$ cat src/rtl/pipe_pkg.sv
// Shared types for the ID/EX control pipeline: register index type, the
// per-stage control record carried from ID into EX, and its bubble value.
package pipe_pkg;

    localparam int REG_AW = 5;

    typedef logic [REG_AW-1:0] reg_idx_t;

    typedef struct packed {
        logic     valid;
        reg_idx_t rd;
        logic     we;
        logic     load;
        logic     a1;
        logic     b1;
        logic     a2;
        logic     b2;
    } ctrl_t;

    localparam ctrl_t CTRL_BUBBLE = '0;

endpackage

$ cat src/rtl/hazard_detect.sv
// Combinational RAW hazard check of the ID instruction against the EX stage.
// Build option FWD_EN: when defined, ALU results are forwarded and only a
// load in EX stalls ID; when undefined, every EX hazard stalls ID.
module hazard_detect #(
    parameter int REG_AW = 5
) (
    input  logic              id_valid_i,
    input  logic [REG_AW-1:0] id_rs1_i,
    input  logic [REG_AW-1:0] id_rs2_i,
    input  logic              id_use_rs1_i,
    input  logic              id_use_rs2_i,
    input  logic              ex_valid_i,
    input  logic [REG_AW-1:0] ex_rd_i,
    input  logic              ex_we_i,
    input  logic              ex_load_i,
    input  logic              ex_br_taken_i,
    output logic              haz1_o,
    output logic              haz2_o,
    output logic              id_stall_o
);

    logic exWrites;
    logic anyHaz;

    // A source hazards only when EX really writes that same non-x0 register;
    // the MEM writer is covered by the write-first regfile.
    always_comb begin
        exWrites = ex_valid_i & ex_we_i;
        haz1_o   = id_valid_i & id_use_rs1_i & exWrites
                   & (ex_rd_i == id_rs1_i) & (id_rs1_i != '0);
        haz2_o   = id_valid_i & id_use_rs2_i & exWrites
                   & (ex_rd_i == id_rs2_i) & (id_rs2_i != '0);
        anyHaz   = haz1_o | haz2_o;
`ifdef FWD_EN
        id_stall_o = anyHaz & ex_load_i & ~ex_br_taken_i;
`else
        id_stall_o = anyHaz & ~ex_br_taken_i;
`endif
    end

endmodule

$ cat src/rtl/ex_hazard_ctrl.sv
// ID/EX control pipeline register with RAW hazard stall, forward-select
// generation, branch flush and a saturating stall counter.
// Build option FWD_EN: enables ALU-result forwarding (A1_sel/B1_sel); when
// undefined those selects are tied low and every EX hazard stalls.
module ex_hazard_ctrl #(
    parameter int REG_AW = pipe_pkg::REG_AW,
    parameter int CNT_W  = 16
) (
    input  logic              clk,
    input  logic              rst,
    input  logic              id_valid,
    input  logic [REG_AW-1:0] id_rs1,
    input  logic [REG_AW-1:0] id_rs2,
    input  logic              id_use_rs1,
    input  logic              id_use_rs2,
    input  logic [REG_AW-1:0] id_rd,
    input  logic              id_we,
    input  logic              id_load,
    input  logic              id_a2_sel,
    input  logic              id_b2_sel,
    input  logic              ex_br_taken,
    output logic              id_stall,
    output logic              if_flush,
    output logic              ex_valid,
    output logic [REG_AW-1:0] ex_rd,
    output logic              ex_we,
    output logic              ex_load,
    output logic              A1_sel,
    output logic              B1_sel,
    output logic              A2_sel,
    output logic              B2_sel,
    output logic              mem_valid,
    output logic [REG_AW-1:0] mem_rd,
    output logic              mem_we,
    output logic [CNT_W-1:0]  stall_cnt
);

    import pipe_pkg::*;

    ctrl_t             ex_q, ex_d;
    logic              mem_valid_q, mem_valid_d;
    logic [REG_AW-1:0] mem_rd_q, mem_rd_d;
    logic              mem_we_q, mem_we_d;
    logic [CNT_W-1:0]  stall_cnt_q, stall_cnt_d;

    logic haz1;
    logic haz2;
    logic stall;

    hazard_detect #(
        .REG_AW (REG_AW)
    ) u_hazard_detect (
        .id_valid_i    (id_valid),
        .id_rs1_i      (id_rs1),
        .id_rs2_i      (id_rs2),
        .id_use_rs1_i  (id_use_rs1),
        .id_use_rs2_i  (id_use_rs2),
        .ex_valid_i    (ex_q.valid),
        .ex_rd_i       (ex_q.rd),
        .ex_we_i       (ex_q.we),
        .ex_load_i     (ex_q.load),
        .ex_br_taken_i (ex_br_taken),
        .haz1_o        (haz1),
        .haz2_o        (haz2),
        .id_stall_o    (stall)
    );

    // Next EX record: a bubble when killed by a branch, held by a stall or
    // when ID is empty; otherwise the decoded ID fields plus forward selects.
    // MEM simply inherits EX, since a taken branch itself still completes.
    always_comb begin
        ex_d        = CTRL_BUBBLE;
        mem_valid_d = ex_q.valid;
        mem_rd_d    = ex_q.rd;
        mem_we_d    = ex_q.we;
        stall_cnt_d = stall_cnt_q;
        if (!(ex_br_taken | stall | ~id_valid)) begin
            ex_d.valid = 1'b1;
            ex_d.rd    = id_rd;
            ex_d.we    = id_we;
            ex_d.load  = id_load;
`ifdef FWD_EN
            ex_d.a1    = haz1;
            ex_d.b1    = haz2;
`else
            ex_d.a1    = 1'b0;
            ex_d.b1    = 1'b0;
`endif
            ex_d.a2    = id_a2_sel;
            ex_d.b2    = id_b2_sel;
        end
        if (stall && (stall_cnt_q != {CNT_W{1'b1}})) begin
            stall_cnt_d = stall_cnt_q + 1'b1;
        end
    end

    // Pipeline registers and stall counter, cleared asynchronously.
    always_ff @(posedge clk or negedge rst) begin
        if (!rst) begin
            ex_q        <= CTRL_BUBBLE;
            mem_valid_q <= 1'b0;
            mem_rd_q    <= '0;
            mem_we_q    <= 1'b0;
            stall_cnt_q <= '0;
        end else begin
            ex_q        <= ex_d;
            mem_valid_q <= mem_valid_d;
            mem_rd_q    <= mem_rd_d;
            mem_we_q    <= mem_we_d;
            stall_cnt_q <= stall_cnt_d;
        end
    end

    assign id_stall  = stall;
    assign if_flush  = ex_br_taken;
    assign ex_valid  = ex_q.valid;
    assign ex_rd     = ex_q.rd;
    assign ex_we     = ex_q.we;
    assign ex_load   = ex_q.load;
    assign A1_sel    = ex_q.a1;
    assign B1_sel    = ex_q.b1;
    assign A2_sel    = ex_q.a2;
    assign B2_sel    = ex_q.b2;
    assign mem_valid = mem_valid_q;
    assign mem_rd    = mem_rd_q;
    assign mem_we    = mem_we_q;
    assign stall_cnt = stall_cnt_q;

endmodule

$ cat config.mk
export PLATFORM = sky130hd
export DESIGN_NAME = ex_hazard_ctrl
export DESIGN_NICKNAME = d
export VERILOG_FILES = /design/src/rtl/pipe_pkg.sv /design/src/rtl/hazard_detect.sv /design/src/rtl/ex_hazard_ctrl.sv
export SDC_FILE = /design/constraint.sdc
export NUM_CORES = 1
export LEC_CHECK = 0
export ABC_CLOCK_PERIOD_IN_PS = 5400
export BUFFER_PORTS_ARGS = -buffer_cell sky130_fd_sc_hd__buf_4
export CAP_MARGIN = 20
export CORE_MARGIN = 5
export CORE_UTILIZATION = 44
export DETAILED_ROUTE_END_ITERATION = 6
export PLACE_DENSITY = 0.72
export SYNTH_ARGS = -nofsm -noshare
export SYNTH_HDL_FRONTEND = slang
export SYNTH_SLANG_ARGS = --single-unit
export TNS_END_PERCENT = 1
$ cat constraint.sdc
create_clock -name clk -period 5.4 [get_ports clk]
set_input_delay 0.81 -clock clk [delete_from_list [all_inputs] [get_ports clk]]
set_output_delay 0.81 -clock clk [all_outputs]
set_load 0.01 [all_outputs]
==> flow_summary.json <==
{
  "outcome": "finished clean",
  "rsz0062_at_grt": "false",
  "fmax_mhz": 331,
  "htreeDepth": 2,
  "most-common-layout-cells": "buf_4 (59), dfrtp_1 (33), xnor2_1 (16)",
  "switching_share": 0.228,
  "clock_power_share": 0.344,
  "ys_ff_latch": 33,
  "power_density_nw_per_um2": 226,
  "dieArea_sq_um": 4600,
  "cp-start-kind": "primary input",
  "p_seq_frac": 0.561,
  "cts-root-buf": "clkbuf_4",
  "setup_viol": 0,
  "final_cells": 233,
  "fin_nets": 212,
  "p_int_uw": 352,
  "ys_types": 29,
  "rr_startpoint": "ex_rd[0]",
  "rows": 21,
  "gp_congestion": 0.814,
  "maxSlewHeadroom": 0.654,
  "drive_above_1_share": 0.401,
  "cts_buffers": 5,
  "cts.path.max_buffers": 2,
  "hold_viol_final": 0,
  "pin_count": 62,
  "cts_tree": "built",
  "wl_per_cell_microns": 13.7,
  "syn_area_sq_um": 1470,
  "cts_sinks": 33,
  "syn_inst": 123,
  "clk_pin_slew_worst_paths_ns": 0.10,
  "cp.arrival_ns": 2.21,
  "yosysTopAreaCell": "dfrtp_1",
  "routed_wl_microns": 3180,
  "dp_hpwl_microns": 2540,
  "dieWidth_microns": 67.9,
  "insertion_delay_ns": 0.33,
  "ctsHoldBuffers": 0,
  "die_h_microns": 67.9,
  "coreArea_sq_um": 3280,
  "ys_warn_count": 0,
  "layout_commonest_cell": "buf_4",
  "fin_crit_sh": 0.559,
  "drtAntennaViolNets": 0,
  "io_buffer_count": 59,
  "via_count": 1151,
  "worst_r2r_endpoint": "stall_cnt[1]",
  "setup_tns_ns": 0,
  "worst_pin_slew_ns": 0.520,
  "combPwrFrac": 0.095,
  "synth_area_leaders": "dfrtp_1 (56%), xnor2_1 (9.5%), and2_1 (3.8%), nand3_1 (3.4%), xor2_1 (3.0%)",
  "post-place-cells": 225,
  "cts_resized": 0,
  "grt_pass1_vias": 1193,
  "power.total_uw": 456,
  "hold_path_class": "primary input to asynchronous set/reset pin",
  "irDropWorstVdd_uv": 130,
  "critPathKind": "primary input to primary output",
  "min_period_ns": 3.02,
  "viasPerCell": 4.94,
  "max_cap_viol_count": 0,
  "cts_setup_buffers": 0,
  "grt_first_pass_wirelength_microns": 5200,
  "critical_path_required_ns": 4.59,
  "gr-usage-all-layers": 0.157,
  "drc": 0,
  "skew_ns": 0.0114,
  "diodes": 0,
  "initial_core_util": 0.448,
  "grt_start_max_net_pins": 34,
  "worstRegToRegCells": 5,
  "worstPathMaxFanout": 6,
  "drt_first_pass_iters": 4,
  "grt.overflow.total": 0,
  "p_switching_uw": 104,
  "synth_top_area_share": 0.561,
  "drt_iter0_drc": 91,
  "regToRegSetupSlack_ns": 3.11,
  "syn2layout_area_growth_pct": 36.7,
  "yosysSeqAreaShare": 0.561,
  "antenna_found_initial": 0,
  "avgSynthCellArea_sq_um": 12.0,
  "slew_violations": 0,
  "critPathCaptureType": "primary output",
  "p_leak_nw": 1.03
}
worst max-delay path, stage by stage:
cell and delay (ns):
buf_4 0.12, xor2_1 0.15, or4_4 0.52, nand4bb_4 0.24, nand2_1 0.21, buf_4 0.16
area by class of cell:
| type | count | area [sq um] |
|---|---|---|
| Clock buffer | 7 | 65.1 |
| Clock inverter | 1 | 5.00 |
| Fill cell | 278 | 1270 |
| Multi-Input combinational cell | 87 | 617 |
| Sequential cell | 33 | 826 |
| Tap cell | 46 | 57.6 |
| Timing Repair Buffer | 59 | 443 |
routing by layer:
metal  track usage  vias to the layer above  wire length, microns
li1              -                      545                     -
met5             0                        -                     0
met2         0.272                       49                  1610
met3        0.0608                        5                   344
met1         0.166                      552                  1190
met4        0.0744                        0                    48
cell usage after synthesis:
master / count
mux2_1: 1
o21ai_0: 3
nor2b_1: 2
xnor2_1: 16
nand4b_1: 1
buf_4: 3
nand3_1: 10
dfrtp_1: 33
nand4bb_4: 1
and3b_1: 1
nor3b_2: 1
nand2b_1: 2
and4_1: 2
a21oi_1: 1
nand4_1: 6
nor2_1: 2
buf_6: 1
ha_1: 1
and3_1: 5
and4bb_2: 1
and2_1: 9
nor4_1: 2
conb_1: 1
nand2_1: 8
mux2_2: 1
or2_2: 2
a21oi_2: 1
xor2_1: 5
or4_4: 1
registers in the layout, summed over array words and instances (netlist names):
| signal | cells |
|---|---|
| A2_sel | 1 |
| stall_cnt | 16 |
| mem_valid | 1 |
| ex_valid | 1 |
| mem_rd | 5 |
| ex_load | 1 |
| mem_we | 1 |
| ex_we | 1 |
| B2_sel | 1 |
| ex_rd | 5 |
power groups by stage:
stage	Sequential [mW]	Clock, mW	Combinational (mW)
after floorplan	0.263	0	0.0126
after global placement	0.260	0	0.0432
after detailed placement	0.260	0	0.0445
after CTS	0.256	0.161	0.0445
after global routing	0.256	0.172	0.0482
final	0.256	0.157	0.0433
cell families after synthesis:
family | count (synthesis) | synth area share
flops | 33 | 0.561
simple gates | 56 | 0.246
mux | 2 | 0.0153
xor+xnor | 21 | 0.125
compound gates | 5 | 0.0195
fa+ha+maj | 1 | 0.00849
other cells | 1 | 0.00255
buf+inv | 4 | 0.0229
through the flow:
stage	hold WS [ns]	cell area, sq um	worst slack, ns	utilization
2_1_floorplan	0.435	1480	2.71	-
3_3_place_gp	0.385	1940	2.42	0.592
3_5_place_dp	0.384	1940	2.38	0.592
4_1_cts	0.405	2010	2.38	0.613
5_1_grt	0.424	2010	2.32	0.613
6_report	0.393	2010	2.38	0.613
how the worst max path moves through the flow:
stage / start / endpoint / slack (ns)
3_5_place_dp: id_rs1[0] / id_stall / 2.38
2_1_floorplan: id_rs1[0] / id_stall / 2.71
3_3_place_gp: id_rs1[0] / id_stall / 2.42
6_report: id_rs1[0] / id_stall / 2.38
4_1_cts: id_rs1[0] / id_stall / 2.38
5_1_grt: id_rs1[0] / id_stall / 2.32
No activity file was read; power rests on OpenSTA's default activity.
